## src/rtl/instr_fetch_queue_if.sv

```systemverilog
// Fetch-side bundle between the instruction fetch queue, instruction memory,
// the redirect source and the decode stage.
//
// Handshake rule used by every channel in this bundle: a transfer happens in a
// cycle where valid and ready are both 1. The producer holds valid and its
// payload steady until that cycle. The only exception is a redirect, which may
// withdraw or change an unaccepted fetch request. imem_resp_valid and
// redirect_valid have no ready; they are accepted in the cycle they are high.
interface instr_fetch_queue_if #(
    parameter int PC_BITS = 32
);
    logic               imem_req_valid;
    logic [PC_BITS-1:0] imem_req_addr;
    logic               imem_req_ready;
    logic               imem_resp_valid;
    logic [31:0]        imem_resp_data;
    logic               redirect_valid;
    logic [PC_BITS-1:0] redirect_pc;
    logic               instr_valid;
    logic [31:0]        instr;
    logic [PC_BITS-1:0] instr_pc;
    logic               instr_ready;

    // Fetch queue side
    modport master (
        output imem_req_valid, imem_req_addr, instr_valid, instr, instr_pc,
        input  imem_req_ready, imem_resp_valid, imem_resp_data,
        input  redirect_valid, redirect_pc, instr_ready
    );

    // Memory / control / decode side
    modport slave (
        input  imem_req_valid, imem_req_addr, instr_valid, instr, instr_pc,
        output imem_req_ready, imem_resp_valid, imem_resp_data,
        output redirect_valid, redirect_pc, instr_ready
    );
endinterface

```

## src/rtl/instr_fetch_queue.sv

```systemverilog
// Instruction fetch queue: issues in-order word fetches, buffers returned
// words with their PCs, and hands them to decode. A redirect flushes the
// queue, restarts fetch at the new PC and marks all outstanding requests
// stale so their responses are dropped.
module instr_fetch_queue #(
    parameter int                 PC_BITS  = 32,
    parameter int                 DEPTH    = 4,
    parameter logic [PC_BITS-1:0] RESET_PC = '0
) (
    input  logic                   clk,
    input  logic                   rst,
    instr_fetch_queue_if.master    bus
);
    localparam int PTR_W = (DEPTH > 1) ? $clog2(DEPTH) : 1;
    localparam int CNT_W = PTR_W + 1;
    // Outstanding/stale counters get extra headroom: repeated redirects with
    // a slow memory can stack stale requests on top of a full credit window.
    localparam int IF_W  = PTR_W + 4;
    localparam int OCC_W = IF_W + 1;

    logic [PC_BITS-1:0] fetch_pc_q, fetch_pc_d;
    logic [PC_BITS-1:0] resp_pc_q, resp_pc_d;
    logic [CNT_W-1:0]   count_q, count_d;
    logic [IF_W-1:0]    inflight_q, inflight_d;
    logic [IF_W-1:0]    discard_q, discard_d;
    logic [PTR_W-1:0]   wr_ptr_q, wr_ptr_d;
    logic [PTR_W-1:0]   rd_ptr_q, rd_ptr_d;

    logic [31:0]        word_mem [DEPTH];
    logic [PC_BITS-1:0] pc_mem   [DEPTH];

    logic [OCC_W-1:0]   occupancy;
    logic [PC_BITS-1:0] redirect_aligned;
    logic               credit;
    logic               req_valid;
    logic               req_fire;
    logic               resp_acc;
    logic               head_valid;
    logic               push;
    logic               pop;

    // Slots already claimed: buffered words plus non-stale outstanding fetches.
    // Stale fetches never land in the FIFO, so they do not consume credit.
    assign occupancy = OCC_W'(count_q) + OCC_W'(inflight_q) - OCC_W'(discard_q);
    // The all-ones guard only keeps the outstanding counter from wrapping.
    assign credit    = (occupancy < OCC_W'(DEPTH)) && (inflight_q != '1);
    assign req_valid = !rst && !bus.redirect_valid && credit;
    assign req_fire  = req_valid && bus.imem_req_ready;
    // A response with nothing outstanding is a protocol error and is ignored.
    assign resp_acc  = bus.imem_resp_valid && (inflight_q != '0);
    assign head_valid = (count_q != '0);
    assign redirect_aligned = bus.redirect_pc & ~PC_BITS'(3);

    assign bus.imem_req_valid = req_valid;
    assign bus.imem_req_addr  = fetch_pc_q;
    assign bus.instr_valid    = head_valid;
    assign bus.instr          = head_valid ? word_mem[rd_ptr_q] : '0;
    assign bus.instr_pc       = head_valid ? pc_mem[rd_ptr_q]   : '0;

    // Next-state: a redirect overrides every other event in its cycle
    always_comb begin
        fetch_pc_d = fetch_pc_q;
        resp_pc_d  = resp_pc_q;
        count_d    = count_q;
        inflight_d = inflight_q;
        discard_d  = discard_q;
        wr_ptr_d   = wr_ptr_q;
        rd_ptr_d   = rd_ptr_q;
        push       = 1'b0;
        pop        = 1'b0;
        if (bus.redirect_valid) begin
            fetch_pc_d = redirect_aligned;
            resp_pc_d  = redirect_aligned;
            count_d    = '0;
            wr_ptr_d   = '0;
            rd_ptr_d   = '0;
            // No request fires this cycle; everything still outstanding is stale.
            inflight_d = inflight_q - IF_W'(resp_acc);
            discard_d  = inflight_q - IF_W'(resp_acc);
        end else begin
            push       = resp_acc && (discard_q == '0);
            pop        = head_valid && bus.instr_ready;
            inflight_d = inflight_q + IF_W'(req_fire) - IF_W'(resp_acc);
            if (resp_acc && (discard_q != '0)) begin
                discard_d = discard_q - IF_W'(1);
            end
            if (req_fire) begin
                fetch_pc_d = fetch_pc_q + PC_BITS'(4);
            end
            if (push) begin
                resp_pc_d = resp_pc_q + PC_BITS'(4);
                wr_ptr_d  = wr_ptr_q + PTR_W'(1);
            end
            if (pop) begin
                rd_ptr_d = rd_ptr_q + PTR_W'(1);
            end
            count_d = count_q + CNT_W'(push) - CNT_W'(pop);
        end
    end

    // Control state registers with asynchronous reset
    always_ff @(posedge clk or posedge rst) begin
        if (rst) begin
            fetch_pc_q <= RESET_PC;
            resp_pc_q  <= RESET_PC;
            count_q    <= '0;
            inflight_q <= '0;
            discard_q  <= '0;
            wr_ptr_q   <= '0;
            rd_ptr_q   <= '0;
        end else begin
            fetch_pc_q <= fetch_pc_d;
            resp_pc_q  <= resp_pc_d;
            count_q    <= count_d;
            inflight_q <= inflight_d;
            discard_q  <= discard_d;
            wr_ptr_q   <= wr_ptr_d;
            rd_ptr_q   <= rd_ptr_d;
        end
    end

    // FIFO storage; contents are qualified by count, so no reset is needed
    always_ff @(posedge clk) begin
        if (push) begin
            word_mem[wr_ptr_q] <= bus.imem_resp_data;
            pc_mem[wr_ptr_q]   <= resp_pc_q;
        end
    end
endmodule

```

## src/flat_wrapper.sv

```systemverilog
// flat-port wrapper written by rule: the top's interface ports become plain ports
module instr_fetch_queue_flat 
#(
    parameter int                 PC_BITS  = 32,
    parameter int                 DEPTH    = 4,
    parameter logic [PC_BITS-1:0] RESET_PC = '0
)
  (clk, rst, bus_imem_req_valid, bus_imem_req_addr, bus_instr_valid, bus_instr, bus_instr_pc, bus_imem_req_ready, bus_imem_resp_valid, bus_imem_resp_data, bus_redirect_valid, bus_redirect_pc, bus_instr_ready);
  instr_fetch_queue_if #(.PC_BITS(PC_BITS)) bus_i ();
  input  logic clk;
  input  logic rst;
  output wire logic [$bits(bus_i.imem_req_valid)-1:0] bus_imem_req_valid;
  output wire logic [$bits(bus_i.imem_req_addr)-1:0] bus_imem_req_addr;
  output wire logic [$bits(bus_i.instr_valid)-1:0] bus_instr_valid;
  output wire logic [$bits(bus_i.instr)-1:0] bus_instr;
  output wire logic [$bits(bus_i.instr_pc)-1:0] bus_instr_pc;
  input wire logic [$bits(bus_i.imem_req_ready)-1:0] bus_imem_req_ready;
  input wire logic [$bits(bus_i.imem_resp_valid)-1:0] bus_imem_resp_valid;
  input wire logic [$bits(bus_i.imem_resp_data)-1:0] bus_imem_resp_data;
  input wire logic [$bits(bus_i.redirect_valid)-1:0] bus_redirect_valid;
  input wire logic [$bits(bus_i.redirect_pc)-1:0] bus_redirect_pc;
  input wire logic [$bits(bus_i.instr_ready)-1:0] bus_instr_ready;
  assign bus_imem_req_valid = bus_i.imem_req_valid;
  assign bus_imem_req_addr = bus_i.imem_req_addr;
  assign bus_instr_valid = bus_i.instr_valid;
  assign bus_instr = bus_i.instr;
  assign bus_instr_pc = bus_i.instr_pc;
  assign bus_i.imem_req_ready = bus_imem_req_ready;
  assign bus_i.imem_resp_valid = bus_imem_resp_valid;
  assign bus_i.imem_resp_data = bus_imem_resp_data;
  assign bus_i.redirect_valid = bus_redirect_valid;
  assign bus_i.redirect_pc = bus_redirect_pc;
  assign bus_i.instr_ready = bus_instr_ready;
  instr_fetch_queue #(.PC_BITS(PC_BITS), .DEPTH(DEPTH), .RESET_PC(RESET_PC)) u_core (.clk(clk), .rst(rst), .bus(bus_i));
endmodule
```

## config.mk

```make
export PLATFORM = sky130hd
export DESIGN_NAME = instr_fetch_queue_flat
export DESIGN_NICKNAME = d
export VERILOG_FILES = /design/src/rtl/instr_fetch_queue_if.sv /design/src/rtl/instr_fetch_queue.sv /design/src/flat_wrapper.sv
export SDC_FILE = /design/constraint.sdc
export NUM_CORES = 1
export LEC_CHECK = 0
export BUFFER_PORTS_ARGS = -buffer_cell sky130_fd_sc_hd__buf_2
export CAP_MARGIN = 20
export CELL_PAD_IN_SITES_DETAIL_PLACEMENT = 0
export CELL_PAD_IN_SITES_GLOBAL_PLACEMENT = 2
export CORE_ASPECT_RATIO = 1.5
export CORE_MARGIN = 1
export CORE_UTILIZATION = 40
export CTS_BUF_LIST = sky130_fd_sc_hd__clkbuf_8
export CTS_CLUSTER_SIZE = 25
export DETAILED_ROUTE_END_ITERATION = 7
export PLACE_DENSITY_LB_ADDON = 0.12
export SYNTH_ARGS = -nofsm -noshare
export SYNTH_HDL_FRONTEND = slang
export SYNTH_SLANG_ARGS = --single-unit
```

## constraint.sdc

```tcl
create_clock -name clk -period 4.8 [get_ports clk]
set_clock_uncertainty 0.05 [all_clocks]
set_input_delay 0.72 -clock clk [delete_from_list [all_inputs] [get_ports clk]]
set_output_delay 0.72 -clock clk [all_outputs]
set_load 0.02 [all_outputs]
```

==> summary.md <==
| Metric | Value |
|---|---|
| GRT Util Overall | `0.179` |
| Power density over the cells | `496 mW/mm^2` |
| Crit-path max FO | `5` |
| Commonest cells in the netlist | `edfxtp_1 (248), dfrtp_1 (79), and2_1 (63)` |
| DRC | `0` |
| Sequential-to-total area share from yosys stat | `0.655` |
| Clock tree sinks | `327` |
| Switching Share | `0.342` |
| Die height | `234 um` |
| Slowest cell on the critical path | `fa_1` |
| Crit. End Element | `flop` |
| Fin. max-slew vios | `0` |
| Internal power | `5.47 mW` |
| CP delay by family, top | `adder cells` |
| Number of setup buffers added after CTS | `0` |
| Outcome | `finished, final reports clean` |
| TritonCTS clock tree | `built` |
| Psw | `2.85 mW` |
| CP arrival | `4640 ps` |
| Critical path required time | `5180 ps` |
| Hold Vio Cnt, Final | `0` |
| CTS clock-pin slew for the worst setup and hold paths | `60 ps` |
| Primary FF master, synth | `edfxtp_1` |
| Yosys reg bits | `327` |
| Initial drt markers | `323` |
| Layout cell share with drive strength beyond 1 | `0.287` |
| Pin count of the biggest net entering global routing | `63` |
| Buf+Inv Stages, Crit Path | `3` |
| Initial core utilization | `0.409` |
| Dominant cell type by area after synthesis | `edfxtp_1` |
| # hold bufs at CTS | `0` |
| Ys async rst share | `0.242` |
| Worst hold slack | `94.7 ps` |
| Warnings from Yosys | `0` |
| Flop pwr share | `0.414` |
| Detailed Routing Iterations Pass 1 | `4` |
| Buffers on Ports | `161` |
| Max-cap violation count | `0` |
| Fin crit share | `0.888` |
| Setup-failing EPs final | `0` |
| Via Count | `8292` |
| Chip Width | `157 um` |
| Final #Nets | `1229` |
| CTS HTree Levels | `2` |
| Leakage power | `6.11 nW` |
| Largest cells by area after synthesis | `edfxtp_1 (52%), dfrtp_1 (14%), mux4_2 (9.7%)` |
| CP startpoint kind | `flop` |
| Area grow syn2layout | `16.5%` |
| CP cell instances | `inv_1 > fa_1 > inv_1 > ha_1 > and3b_1 > or3_1 > o21a_1 > nor3_1 > ha_1 > inv_1 > fa_1 > o21bai_1 > a21oi_1 > xnor2_1 > a21oi_1` |
| RSZ-0062 raised after global routing | `false` |
| Initial antenna violation count | `0` |
| Via/cell ratio | `5.06` |
| CTS Buf Count | `50` |
| Worst-Margin Slew | `974 ps` |
| First-pass GRT wire length | `49.3 mm` |
| Final min period | `4260 ps` |
| VDD IR-drop max | `0.000250 V` |
| Wire per inst | `19.4 um` |
| Clock share of power | `0.269` |
| Comb power frac | `0.317` |
| Critical setup path kind | `reg -> reg` |
| Die area | `0.0368 sq mm` |
| Hold crit path type | `in -> async` |
| Worst skew pair latency | `590 ps` |
| Yosys top cell area share | `0.517` |
| CTS Buffer Depth | `3` |
| HPWL after DPL | `20.1 mm` |
| Row cnt | `84` |
| Core Box Area | `0.0352 sq mm` |
| Resized Gates After CTS | `0` |
| Number of top-level pins | `168` |
| Worst path max stage delay | `550 ps` |
| Total wire length | `31.7 mm` |
| Max Fclk | `0.235 GHz` |
| Clock root cell | `clkbuf_8` |
| Syn Area/Cell | `15.4 sq um` |
| Final weighted congestion in routability-driven placement | `0.751` |
| Vias in the first global route | `8666` |
| Crit-path most repeated cell | `inv_1` |
| Relative slew slack | `0.350` |
| Mapped Area | `0.0144 sq mm` |
| Fillcell total | `3142` |
| Post-synth cell types | `54` |
| Routed Antenna Nets | `0` |
| EDFF count, synth | `248` |
| Overflow after GRT | `0` |
| Setup_tns | `0 ps` |
| Most common cell in the synthesized netlist | `edfxtp_1` |
| Cells after Synth | `933` |
[flip-flops by register name, indices dropped and copies added, names as in the netlist]
signal	count
u_core.count_q	3
u_core.wr_ptr_q	2
u_core.resp_pc_q	30
u_core.bus.imem_req_addr	30
u_core.word_mem	128
u_core.inflight_q	6
u_core.discard_q	6
u_core.rd_ptr_q	2
u_core.pc_mem	120
[kinds of logic after synthesis]
logic type	Yosys count	share of synthesized area
other	1	0.000261
AND/OR/NAND/NOR	247	0.0972
adder cells (fa/ha/maj)	37	0.0343
flip-flops	327	0.655
AO/OA/AOI/OAI	97	0.0435
buffers and inverters	86	0.0240
XOR/XNOR	56	0.0341
multiplexers	82	0.112
[final timing paths]
path                                                endpoint  cells past startpoint  slack [ps]                  start
worst min-delay path             u_core.bus.imem_req_addr[9]                      2          90                    rst
min in group clk                       u_core.word_mem[2][1]                      1         300  bus_imem_resp_data[1]
worst max register to register          u_core.inflight_q[4]                     15         540   u_core.inflight_q[1]
worst max-delay path                    u_core.inflight_q[4]                     15         540   u_core.inflight_q[1]
worst min register to register           u_core.pc_mem[3][9]                      0         520    u_core.resp_pc_q[9]
max in group asynchronous       u_core.bus.imem_req_addr[15]                      3        3780                    rst
[worst reg2reg max path, stage by stage (launching register included)]
cell and delay [ps]:
dfrtp_1 450, inv_1 180, fa_1 560, inv_1 50, ha_1 300, and3b_1 190, or3_1 340, o21a_1 200
nor3_1 540, ha_1 330, inv_1 70, fa_1 400, o21bai_1 170, a21oi_1 100, xnor2_1 130, a21oi_1 80
[metrics by stage]
stage	util	worst slack [ps]	area (sq um)	std cells	power (mW)
3_3_place_gp	0.449	542	15800	1543	6.20
2_1_floorplan	-	1040	14400	936	5.34
6_report	0.476	540	16800	1638	8.32
4_1_cts	0.476	513	16800	1637	8.50
5_1_grt	0.476	212	16800	1637	8.87
3_5_place_dp	0.449	517	15800	1543	6.20
[area by class of cell]
| cell class | instances | area [sq um] | share of cell area |
|---|---|---|---|
| clock inverters | 41 | 244 | 0.0145 |
| flip-flops and latches | 327 | 9430 | 0.562 |
| diodes | 1 | 2.50 | 0.000149 |
| multi-input cells | 523 | 4640 | 0.277 |
| clock buffers | 53 | 729 | 0.0435 |
| well taps | 473 | 592 | 0.0353 |
| inverters | 42 | 158 | 0.00940 |
| repair buffers | 178 | 971 | 0.0579 |
[power groups by stage]
stage	Clock, mW	Sequential (mW)	Combinational, mW
final	2.24	3.44	2.64
after global routing	2.45	3.48	2.94
after CTS	2.34	3.46	2.70
after detailed placement	0	3.51	2.69
after global placement	0	3.51	2.69
after floorplan	0	3.38	1.96
[routing by layer]
| metal | global-route usage | wire [um] | vias to the layer above | part of all wire |
|---|---|---|---|---|
| met4 | 0.0671 | 815 | 0 | 0.026 |
| li1 | - | - | 3930 | - |
| met3 | 0.0310 | 1420 | 56 | 0.045 |
| met5 | 0 | 0 | - | 0 |
| met2 | 0.313 | 16100 | 199 | 0.51 |
| met1 | 0.221 | 13400 | 4107 | 0.42 |
[cell usage in the layout, fill, tap and decap left out, drive strengths merged, types with 5 or more instances in the layout]
cell type,instances
a21boi,12
a21oi,26
a31oi,14
and2,63
and3,14
buf,178
clkbuf,53
clkinv,25
dfrtp,79
edfxtp,248
ha,33
inv,53
mux2,12
mux2i,8
mux4,62
nand2,24
nand2b,7
nand3,20
nand4,17
nor2,38
nor2b,5
nor3,11
nor4,11
o21ai,18
o31a,10
or3,16
or4,6
xnor2,36
xor2,20
No activity file was read; power rests on OpenSTA's default activity.
